**src/rtl/simple_pipe_issuer.sv**
```systemverilog
// Issue front-end for the 4-register add/sub/and pipeline: FIFO-buffered host
// instructions, NOP bubbles on empty, in-flight write tracking.
// Optional issued-instruction counter enabled by SIMPLE_PIPE_ISSUE_CNT_EN.
module simple_pipe_issuer #(
    parameter int DEPTH = 4,
    parameter int CNT_W = 16
) (
    input  logic                     clk,
    input  logic                     rst,
    input  logic                     in_valid,
    input  logic [7:0]               in_inst,
    output logic                     in_ready,
    input  logic                     go,
    output logic [7:0]               inst,
    output logic                     start,
    output logic [$clog2(DEPTH):0]   count,
    output logic                     drained
`ifdef SIMPLE_PIPE_ISSUE_CNT_EN
    ,
    output logic [CNT_W-1:0]         issued_cnt
`endif
);

    localparam int AW = $clog2(DEPTH);
    localparam logic [AW:0] FULL_CNT = (AW+1)'(DEPTH);

    logic [7:0]    mem_q [DEPTH];
    logic [7:0]    mem_d [DEPTH];
    logic [AW-1:0] head_q, head_d;
    logic [AW-1:0] tail_q, tail_d;
    logic [AW:0]   count_q, count_d;
    logic [7:0]    inst_q, inst_d;
    logic          start_q, start_d;
    logic [2:0]    wsr_q, wsr_d;
    logic          push;
    logic          pop;

    always_comb begin
        push = in_valid && (count_q < FULL_CNT);
        pop  = go && (count_q != '0);

        mem_d = mem_q;
        if (push) begin
            mem_d[tail_q] = in_inst;
        end

        tail_d = push ? tail_q + 1'b1 : tail_q;
        head_d = pop  ? head_q + 1'b1 : head_q;

        case ({push, pop})
            2'b10:   count_d = count_q + 1'b1;
            2'b01:   count_d = count_q - 1'b1;
            default: count_d = count_q;
        endcase

        // An empty FIFO with go=1 still strobes start so the pipeline keeps draining.
        inst_d  = pop ? mem_q[head_q] : '0;
        start_d = go;

        wsr_d = start_q ? {wsr_q[1:0], inst_q[7:6] != 2'b00} : wsr_q;
    end

    always_ff @(posedge clk or posedge rst) begin
        if (rst) begin
            for (int unsigned i = 0; i < DEPTH; i++) begin
                mem_q[i] <= '0;
            end
            head_q  <= '0;
            tail_q  <= '0;
            count_q <= '0;
            inst_q  <= '0;
            start_q <= 1'b0;
            wsr_q   <= '0;
        end else begin
            mem_q   <= mem_d;
            head_q  <= head_d;
            tail_q  <= tail_d;
            count_q <= count_d;
            inst_q  <= inst_d;
            start_q <= start_d;
            wsr_q   <= wsr_d;
        end
    end

`ifdef SIMPLE_PIPE_ISSUE_CNT_EN
    logic [CNT_W-1:0] issued_q, issued_d;

    always_comb begin
        issued_d = issued_q;
        if (pop && (mem_q[head_q][7:6] != 2'b00)) begin
            issued_d = issued_q + 1'b1;
        end
    end

    always_ff @(posedge clk or posedge rst) begin
        if (rst) begin
            issued_q <= '0;
        end else begin
            issued_q <= issued_d;
        end
    end

    assign issued_cnt = issued_q;
`else
    // CNT_W only sizes the counter; referenced here so the default build stays warning-free.
    if (CNT_W < 1) begin : g_cnt_w_unused
    end
`endif

    assign in_ready = count_q < FULL_CNT;
    assign inst     = inst_q;
    assign start    = start_q;
    assign count    = count_q;
    assign drained  = (count_q == '0) && (wsr_q == '0) && (inst_q[7:6] == 2'b00);

endmodule

```
**config.mk**
```make
export PLATFORM = sky130hd
export DESIGN_NAME = simple_pipe_issuer
export DESIGN_NICKNAME = d
export VERILOG_FILES = /design/src/rtl/simple_pipe_issuer.sv
export SDC_FILE = /design/constraint.sdc
export NUM_CORES = 1
export LEC_CHECK = 0
export ABC_AREA = 1
export BUFFER_PORTS_ARGS = -buffer_cell sky130_fd_sc_hd__buf_2
export CAP_MARGIN = 20
export CORE_MARGIN = 2
export CORE_UTILIZATION = 55
export DETAILED_ROUTE_END_ITERATION = 6
export PLACE_DENSITY = 0.75
export SLEW_MARGIN = 20
export SYNTH_ARGS = -nofsm -noshare
export SYNTH_HDL_FRONTEND = slang
export SYNTH_SLANG_ARGS = --single-unit
```
**constraint.sdc**
```tcl
create_clock -name clk -period 2.3 [get_ports clk]
set_input_delay 0.345 -clock clk [delete_from_list [all_inputs] [get_ports clk]]
set_output_delay 0.345 -clock clk [all_outputs]
set_load 0.005 [all_outputs]
```
==> metrics.md, run 1 <==
| Metric | Value |
|---|---|
| FF-to-FF path depth | 8 |
| Distinct cells, synth | 21 |
| Worst rel slew slack | 0.661 |
| CTS tree | built |
| Via density | 5.04 |
| Overflow after GRT | 0 |
| Final Critical Period | 1740 ps |
| I/O pin cnt | 26 |
| # DRC | 0 |
| Pleak | 1.46 nW |
| Tot Pwr | 0.00350 W |
| Status | finished, final reports clean |
| First DRT Iteration DRCs | 90 |
| Syn Nets | 292 |
| Clock Path Buffers | 2 |
| YS warnings | 0 |
| Die area | 4930 um2 |
| Syn Inst Count | 274 |
| Post-DP HPWL | 2940 um |
| Power Dens Cells | 1330 nW/um2 |
| Initial Util | 0.562 |
| Most frequent CP cell | inv_1 |
| Avg Inst Size Synth | 8.80 um2 |
| CTS buffer count | 5 |
| Area Growth Syn to Fin | 9.28% |
| Vias in the first global route | 1681 |
| WP buf/inv | 3 |
| Setup crit end kind | flop |
| HP Class | in -> async |
| Largest cells by area after synthesis | dfrtp_1 53%, nand2_1 12%, inv_1 7.9%, o21ai_1 5.0%, nand3_1 4.1% |
| Flops & latches, synth | 51 |
| Hold Vio Cnt, Final | 0 |
| First-pass GRT wire length | 7650 um |
| Global placement routability congestion | 0.746 |
| R2R Setup Slk | 560 ps |
| CP Capture Point | count[1] |
| Share of the synthesized area in the top cell type | 0.529 |
| Share of cells above drive strength 1 | 0.177 |
| Slew Viols, Final | 0 |
| Largest net degree at the start of global routing | 29 |
| Synth area leader | dfrtp_1 |
| Core Box Area | 4290 um2 |
| Clock Tree Root | clkbuf_8 |
| ANT cells | 0 |
| Die Height | 70.2 um |
| F_max | 576 MHz |
| Post-CTS Resized | 0 |
| RSZ-0062 raised after global routing | false |
| Critical-path cell list | inv_2 > nand3_1 > nand2_1 > inv_1 > ha_1 > inv_1 > fa_1 > o21ai_0 |
| Filler cell count | 387 |
| RR Endpoint | count[1] |
| CP Launch Type | flop |
| Critical path depth | 8 |
| Vias post-DR | 1775 |
| Die X | 70.2 um |
| Setup_tns | 0 ps |
| Nets@finish | 318 |
| CP Class | reg -> reg |
| Hold_buf cts | 0 |
| IO Port Bufs | 25 |
| Clk_lat worst skew | 300 ps |
| Clock sink count | 51 |
| Top fanout value on the critical path | 4 |
| Max incr delay on CP | 410 ps |
| Slowest stage cell, crit path | dfrtp_1 |
| Clock slew at reported path FFs | 90 ps |
| H-tree depth | 2 |
| Final critical-path share of the clock period | 0.754 |
| Seq/Total Area, Yosys | 0.529 |
| Final core occ | 0.614 |
| Global-route usage over all layers | 0.198 |
| Total Routed Length | 4370 um |
| Worst slew pin tran | 508 ps |
| First-pass detailed-route iteration total | 4 |
| Worst Skew | 5.27 ps |
| Cell Area, Synth | 2410 um2 |
| Worst path required time | 2520 ps |
| Origin of the worst setup path | count[2] |
| # rows | 24 |
| Initial antenna violation count | 0 |
| Routed Antenna Nets | 0 |
| Reg2reg start | count[2] |
| Max-cap violations | 0 |
| Worst VDD drop | 509 uV |
| Delay-heaviest family, CP | adder cells |
| CP arrival | 1950 ps |
| WL/cell | 12.4 um |
| # setup viols final | 0 |
| Post-CTS Setup Bufs | 0 |
## layout make-up
type                       instances  area (um2)  share of cell area
timing repair buffer              28         160              0.0607
inverter                          54         213              0.0807
clock buffer                       6        82.6              0.0313
tap                               52        65.1              0.0247
clock inverter                     1        5.00             0.00190
sequential                        51        1280               0.484
multi-input combinational        160         835               0.317
## report_power, final
group	leakage (nW)	switching, W	internal (W)
Sequential	0.642	0.000234	0.00130
Clock	0.0470	0.000284	0.000237
Combinational	0.769	0.000865	0.000576
## state kept, by name, indices dropped and copies added, names as in the netlist
register / flops
tail_q: 2
wsr_q: 3
count: 3
head_q: 2
mem_q: 32
start: 1
inst: 8
## worst register-to-register path, stage by stage, from the launching register on
cell	delay, ps
dfrtp_1	410
inv_2	100
nand3_1	130
nand2_1	100
inv_1	40
ha_1	180
inv_1	80
fa_1	410
o21ai_0	190
## worst min path at each step
stage | startpoint | end | slack [ps] | cells after the start
after global placement | rst | count[0] | 400 | 2
after CTS | rst | tail_q[1] | 80 | 2
after floorplan | go | start | 380 | 0
after global routing | rst | inst[4] | 110 | 2
after detailed placement | rst | count[0] | 400 | 2
final | rst | tail_q[1] | 60 | 2
## logic make-up after synthesis
logic type	Yosys count	synth area share
multiplexers	1	0.00467
adder cells (fa/ha/maj)	6	0.0342
AND/OR/NAND/NOR	105	0.190
buffers and inverters	63	0.125
XOR/XNOR	3	0.0109
flip-flops	51	0.529
AO/OA/AOI/OAI	45	0.106
## Yosys cell counts
cell type and instances:
a21oi_1 9, nand4_1 1, buf_2 2, mux2_2 1, inv_2 1, inv_4 1
xor2_1 1, o21ai_1 24, inv_8 1, inv_1 51, o21ai_0 4, buf_6 7
dfrtp_1 51, ha_1 5, fa_1 1, o21ai_2 8, nand3_1 20, nand2_1 75
nor2_1 4, nand2_4 5, xnor2_1 2
## stage by stage
step / cell area (um2) / hold slack, ps / std cells / setup slack (ps)
after detailed placement: 2550 / 404 / 345 / 558
final: 2640 / 63.8 / 352 / 565
after CTS: 2640 / 75.2 / 352 / 537
after floorplan: 2410 / 376 / 274 / 538
after global routing: 2640 / 114 / 352 / 449
after global placement: 2550 / 404 / 345 / 647
## placed cells by master, fill, tap and decap left out, types with 2 or more instances in the layout
master and instances:
buf_4 2, xnor2_1 2, a21oi_1 9, o21ai_2 8
dfrtp_1 51, nand2_4 5, nand2_1 75, buf_2 25
nor2_1 4, clkbuf_8 6, o21ai_0 4, inv_1 50
o21ai_1 24, nand3_1 20, ha_1 5, inv_2 2
## per-layer routing
metal / vias to the layer above / share of wire / global-route usage
li1: 895 / - / -
met1: 829 / 0.47 / 0.276
met2: 44 / 0.46 / 0.300
met3: 7 / 0.047 / 0.0404
met4: 0 / 0.018 / 0.0919
met5: - / 0 / 0
Note: power is estimated with default switching activity, not from simulation.
==> run 2, diff against run 1 <==
clock period = 1.7 ns   (was 2.3 ns; I/O delays follow)
==> metrics.md, run 2 (synthesized netlist as in run 1, its figures left out) <==
| Metric | Value |
|---|---|
| # setup viols final | 0 |
| Most frequent CP cell | nand2_1 |
| RR Endpoint | count[2] |
| Die area | 4930 um2 |
| Clock power frac | 0.142 |
| Power Dens Cells | 1820 nW/um2 |
| Core Box Area | 4290 um2 |
| Nets@finish | 325 |
| Vias post-DR | 1776 |
| CP Capture Point | count[2] |
| CTS buffer count | 5 |
| Die Height | 70.2 um |
| WL/cell | 13.1 um |
| Int Pwr | 0.00298 W |
| Overflow after GRT | 0 |
| Post-DP HPWL | 2970 um |
| # rows | 24 |
| Sequential share of power | 0.422 |
| Largest Register | mem_q |
| Max-cap violations | 0 |
| Share of cells above drive strength 1 | 0.215 |
| P_sw | 0.00196 W |
| Worst VDD drop | 623 uV |
| Slew Viols, Final | 0 |
| Status | finished, final reports clean |
| ANT cells | 0 |
| Worst slew pin tran | 542 ps |
| FF-to-FF path depth | 11 |
| Final core occ | 0.632 |
| F_max | 617 MHz |
| Commonest non-fill, non-tap cell in the layout | nand2_1 |
| Clock Tree Root | clkbuf_8 |
| Reg2reg start | count[1] |
| Origin of the worst setup path | count[1] |
| First-pass detailed-route iteration total | 4 |
| Clock sink count | 51 |
| Critical-path cell list | inv_2 > nand3_2 > nand2_2 > inv_1 > ha_4 > inv_2 > fa_2 > nand2_1 > nand3_1 > nand2_1 > nand2_1 |
| Die X | 70.2 um |
| IO Port Bufs | 25 |
| Global-route usage over all layers | 0.201 |
| Clock slew at reported path FFs | 80 ps |
| # DRC | 0 |
| Initial Util | 0.562 |
| Sw frac | 0.397 |
| Setup crit end kind | flop |
| CP Class | reg -> reg |
| Worst path required time | 1900 ps |
| R2R Setup Slk | 80 ps |
| Initial antenna violation count | 0 |
| Comb power frac | 0.437 |
| Commonest non-fill, non-tap cells in the layout | 74 x nand2_1, 51 x dfrtp_1, 47 x inv_1 |
| Pleak | 1.49 nW |
| First-pass GRT wire length | 7720 um |
| Vias in the first global route | 1652 |
| Non-filler cells, final | 359 |
| Placed cell count | 346 |
| Worst Skew | 6.28 ps |
| Final critical-path share of the clock period | 0.953 |
| Global placement routability congestion | 0.772 |
| CTS tree | built |
| Routed Antenna Nets | 0 |
| Max incr delay on CP | 380 ps |
| Worst rel slew slack | 0.638 |
| First DRT Iteration DRCs | 111 |
| H-tree depth | 2 |
| Hold Vio Cnt, Final | 0 |
| Via density | 4.95 |
| Top fanout value on the critical path | 3 |
| I/O pin cnt | 26 |
| Slowest stage cell, crit path | dfrtp_1 |
| CP arrival | 1820 ps |
| CP Launch Type | flop |
| Number of flip-flops in the largest register | 32 |
| Final Critical Period | 1620 ps |
| Largest net degree at the start of global routing | 52 |
| Clock Path Buffers | 2 |
| Total Routed Length | 4700 um |
| Setup_tns | 0 ps |
| Clk_lat worst skew | 310 ps |
| HP Class | in -> reg |
| Area Growth Syn to Fin | 12.5% |
[run 2: final cells by class]
| class | count | area, um2 |
|---|---|---|
| timing repair buffer | 35 | 215 |
| fill | 361 | 1580 |
| clock inverter | 1 | 5.00 |
| tap | 52 | 65.1 |
| sequential | 51 | 1280 |
| multi-input combinational | 160 | 857 |
| inverter | 54 | 213 |
| clock buffer | 6 | 82.6 |
[run 2: worst min-delay path by stage]
| stage | startpoint | endpoint | slack (ps) | depth (start not counted) |
|---|---|---|---|---|
| 6_report | go | start | 110 | 1 |
| 5_1_grt | go | start | 110 | 1 |
| 4_1_cts | go | start | 110 | 1 |
| 3_5_place_dp | rst | inst[7] | 320 | 3 |
| 3_3_place_gp | rst | inst[7] | 320 | 3 |
| 2_1_floorplan | go | start | 290 | 0 |
[run 2: power by group through the flow]
stage / sequential (W) / clock, W / combinational [W]
2_1_floorplan: 0.00203 / 0 / 0.00162
6_report: 0.00209 / 0.000699 / 0.00216
3_3_place_gp: 0.00209 / 0 / 0.00192
5_1_grt: 0.00215 / 0.000751 / 0.00246
4_1_cts: 0.00207 / 0.000714 / 0.00207
3_5_place_dp: 0.00211 / 0 / 0.00200
[run 2: timing repair]
action,CTS,global route
hold endpoints to repair,51,0
pin swaps,0,1
setup buffers,2,3
hold buffers,1,0
resized for setup,0,5
setup endpoints to repair,1,2
[run 2: metrics by stage]
stage               setup slack, ps  hold WS (ps)  area [um2]  power, W
CTS                            14.4           105        2680   0.00485
global placement                109           319        2560   0.00402
finish                         80.3           108        2710   0.00494
floorplan                     -3.83           286        2420   0.00365
detailed placement            -14.9           321        2560   0.00410
global route                  -16.6           112        2710   0.00536
[run 2: worst max-delay path: cells and delay by family, from the launching register on]
kind / cells / cell delay (ps)
adder cells (fa/ha/maj): 2 / 480
buffers and inverters: 3 / 210
flip-flops: 1 / 380
AND/OR/NAND/NOR: 6 / 450
[run 2: layer usage]
layer,up-vias,part of all wire,GRT usage
met2,55,0.48,0.310
met1,808,0.46,0.278
met3,12,0.038,0.0317
met4,0,0.025,0.100
met5,-,0,0
li1,901,-,-
==> run 3, diff against run 2 <==
SETUP_SLACK_MARGIN = 0.5   (was not set)
==> metrics.md, run 3 (synthesized netlist as in run 1, its figures left out) <==
| Metric | Value |
|---|---|
| Number of flip-flops in the largest register | 32 |
| Final critical-path share of the clock period | 0.945 |
| WL/cell | 14.0 um |
| # rows | 24 |
| Worst rel slew slack | 0.672 |
| Status | finished, final reports clean |
| F_max | 623 MHz |
| Vias post-DR | 1807 |
| I/O pin cnt | 26 |
| Global placement routability congestion | 0.731 |
| Largest net degree at the start of global routing | 32 |
| Initial Util | 0.562 |
| Filler cell count | 339 |
| Worst VDD drop | 924 uV |
| CP Launch Type | flop |
| Nets@finish | 326 |
| Core Box Area | 4290 um2 |
| Final core occ | 0.663 |
| Setup crit end kind | flop |
| Die Height | 70.2 um |
| Design area | 2850 um2 |
| ANT cells | 0 |
| Post-DP HPWL | 3150 um |
| Pleak | 1.48 nW |
| Vias in the first global route | 1718 |
| Commonest non-fill, non-tap cells in the layout | 72 x nand2_1, 48 x dfrtp_1, 43 x inv_1 |
| First-pass detailed-route iteration total | 4 |
| Most Crowded Layer GR | met2 |
| Hold Vio Cnt, Final | 0 |
| CTS tree | built |
| Worst Skew | 4.93 ps |
| Final Critical Period | 1610 ps |
| GR Layer Usage met3 | 0.0476 |
| Max-cap violations | 0 |
| Via density | 5.01 |
| First-pass GRT wire length | 8380 um |
| Area Growth Syn to Fin | 18.0% |
| H-tree depth | 2 |
| Die area | 4930 um2 |
| Hold WS | 88.7 ps |
| IO Port Bufs | 25 |
| Global-route usage over all layers | 0.222 |
| Largest Register | mem_q |
| GR Layer Usage met1 | 0.305 |
| Worst slew pin tran | 491 ps |
| First DRT Iteration DRCs | 136 |
| Initial antenna violation count | 0 |
| RSZ-0062 raised after global routing | true |
| Clock sink count | 51 |
| Clock Tree Root | clkbuf_8 |
| Setup_tns | 0 ps |
| CTS buffer count | 5 |
| Commonest non-fill, non-tap cell in the layout | nand2_1 |
| Tot Pwr | 0.00525 W |
| CP arrival | 1810 ps |
| Clock slew at reported path FFs | 90 ps |
| Die X | 70.2 um |
| Clk_lat worst skew | 310 ps |
| # setup viols final | 0 |
| CP Class | reg -> reg |
| Clock Path Buffers | 2 |
| Worst path required time | 1910 ps |
| Top fanout value on the critical path | 4 |
| # DRC | 0 |
| Slew Viols, Final | 0 |
| Routed Antenna Nets | 0 |
| Total Routed Length | 5060 um |
| Power Dens Cells | 1840 nW/um2 |
| Placed cell area | 2580 um2 |
| HP Class | in -> reg |
| Overflow after GRT | 0 |
| Grt met2 use | 0.352 |
| Share of cells above drive strength 1 | 0.275 |
## run 3: cell count changes in the layout (fill, tap and decap cells not counted), sizes merged
cell and delta:
clkbuf -1, clkinvlp +3, nand2 +1, clkinv -1
## run 3: timing repair
action / 4_1_cts / 5_1_grt
pin swaps: 7 / 6
gates resized for setup: 8 / 20
setup buffers: 5 / 0
endpoints found under the hold margin: 20 / 0
cloned: 1 / 0
endpoints found under the setup margin: 6 / 49
hold buffers: 1 / 0
## run 3: through the flow
stage / std cells / setup slack [ps]
after floorplan: 274 / 65.5
after global placement: 346 / 188
after detailed placement: 346 / 111
after CTS: 361 / 117
after global routing: 361 / 20.1
final: 361 / 94.2
## run 3: final cells by class
class	instances	area, um2	share of cell area
Clock buffer	5	68.8	0.0242
Sequential cell	51	1280	0.449
Tap cell	52	65.1	0.0228
Multi-Input combinational cell	161	965	0.339
Inverter	54	219	0.0769
Clock inverter	3	23.8	0.00835
Timing Repair Buffer	35	226	0.0795
## run 3: per-layer routing
metal  vias up  routed length [um]
met5         -                   0
met4         0                  67
met2        38                2540
met1       855                2270
li1        909                   -
met3         5                 171
## run 3: critical path: stages (launching register included)
cell and delay (ps):
dfrtp_1 400, inv_2 90, nand3_2 80, nand2_2 60, inv_2 60, ha_4 130
inv_4 40, fa_2 370, inv_2 80, nand2_4 50, nand4_1 80, nand2_1 60
## run 3: path summary, 6_finish.rpt
path	start	to	slack, ps	cells past startpoint
max in group asynchronous	rst	head_q[0]	690	4
hold / removal	go	start	90	1
hold reg to reg	mem_q[15]	mem_q[15]	490	2
setup reg to reg	count[2]	count[2]	90	11
setup / recovery	count[2]	count[2]	90	11
min in group asynchronous	rst	wsr_q[0]	510	3
## run 3: report_power, final
part / switching (W) / internal [W]
Sequential: 0.000346 / 0.00177
Clock: 0.000424 / 0.000295
Combinational: 0.00140 / 0.00102
Total: 0.00217 / 0.00308
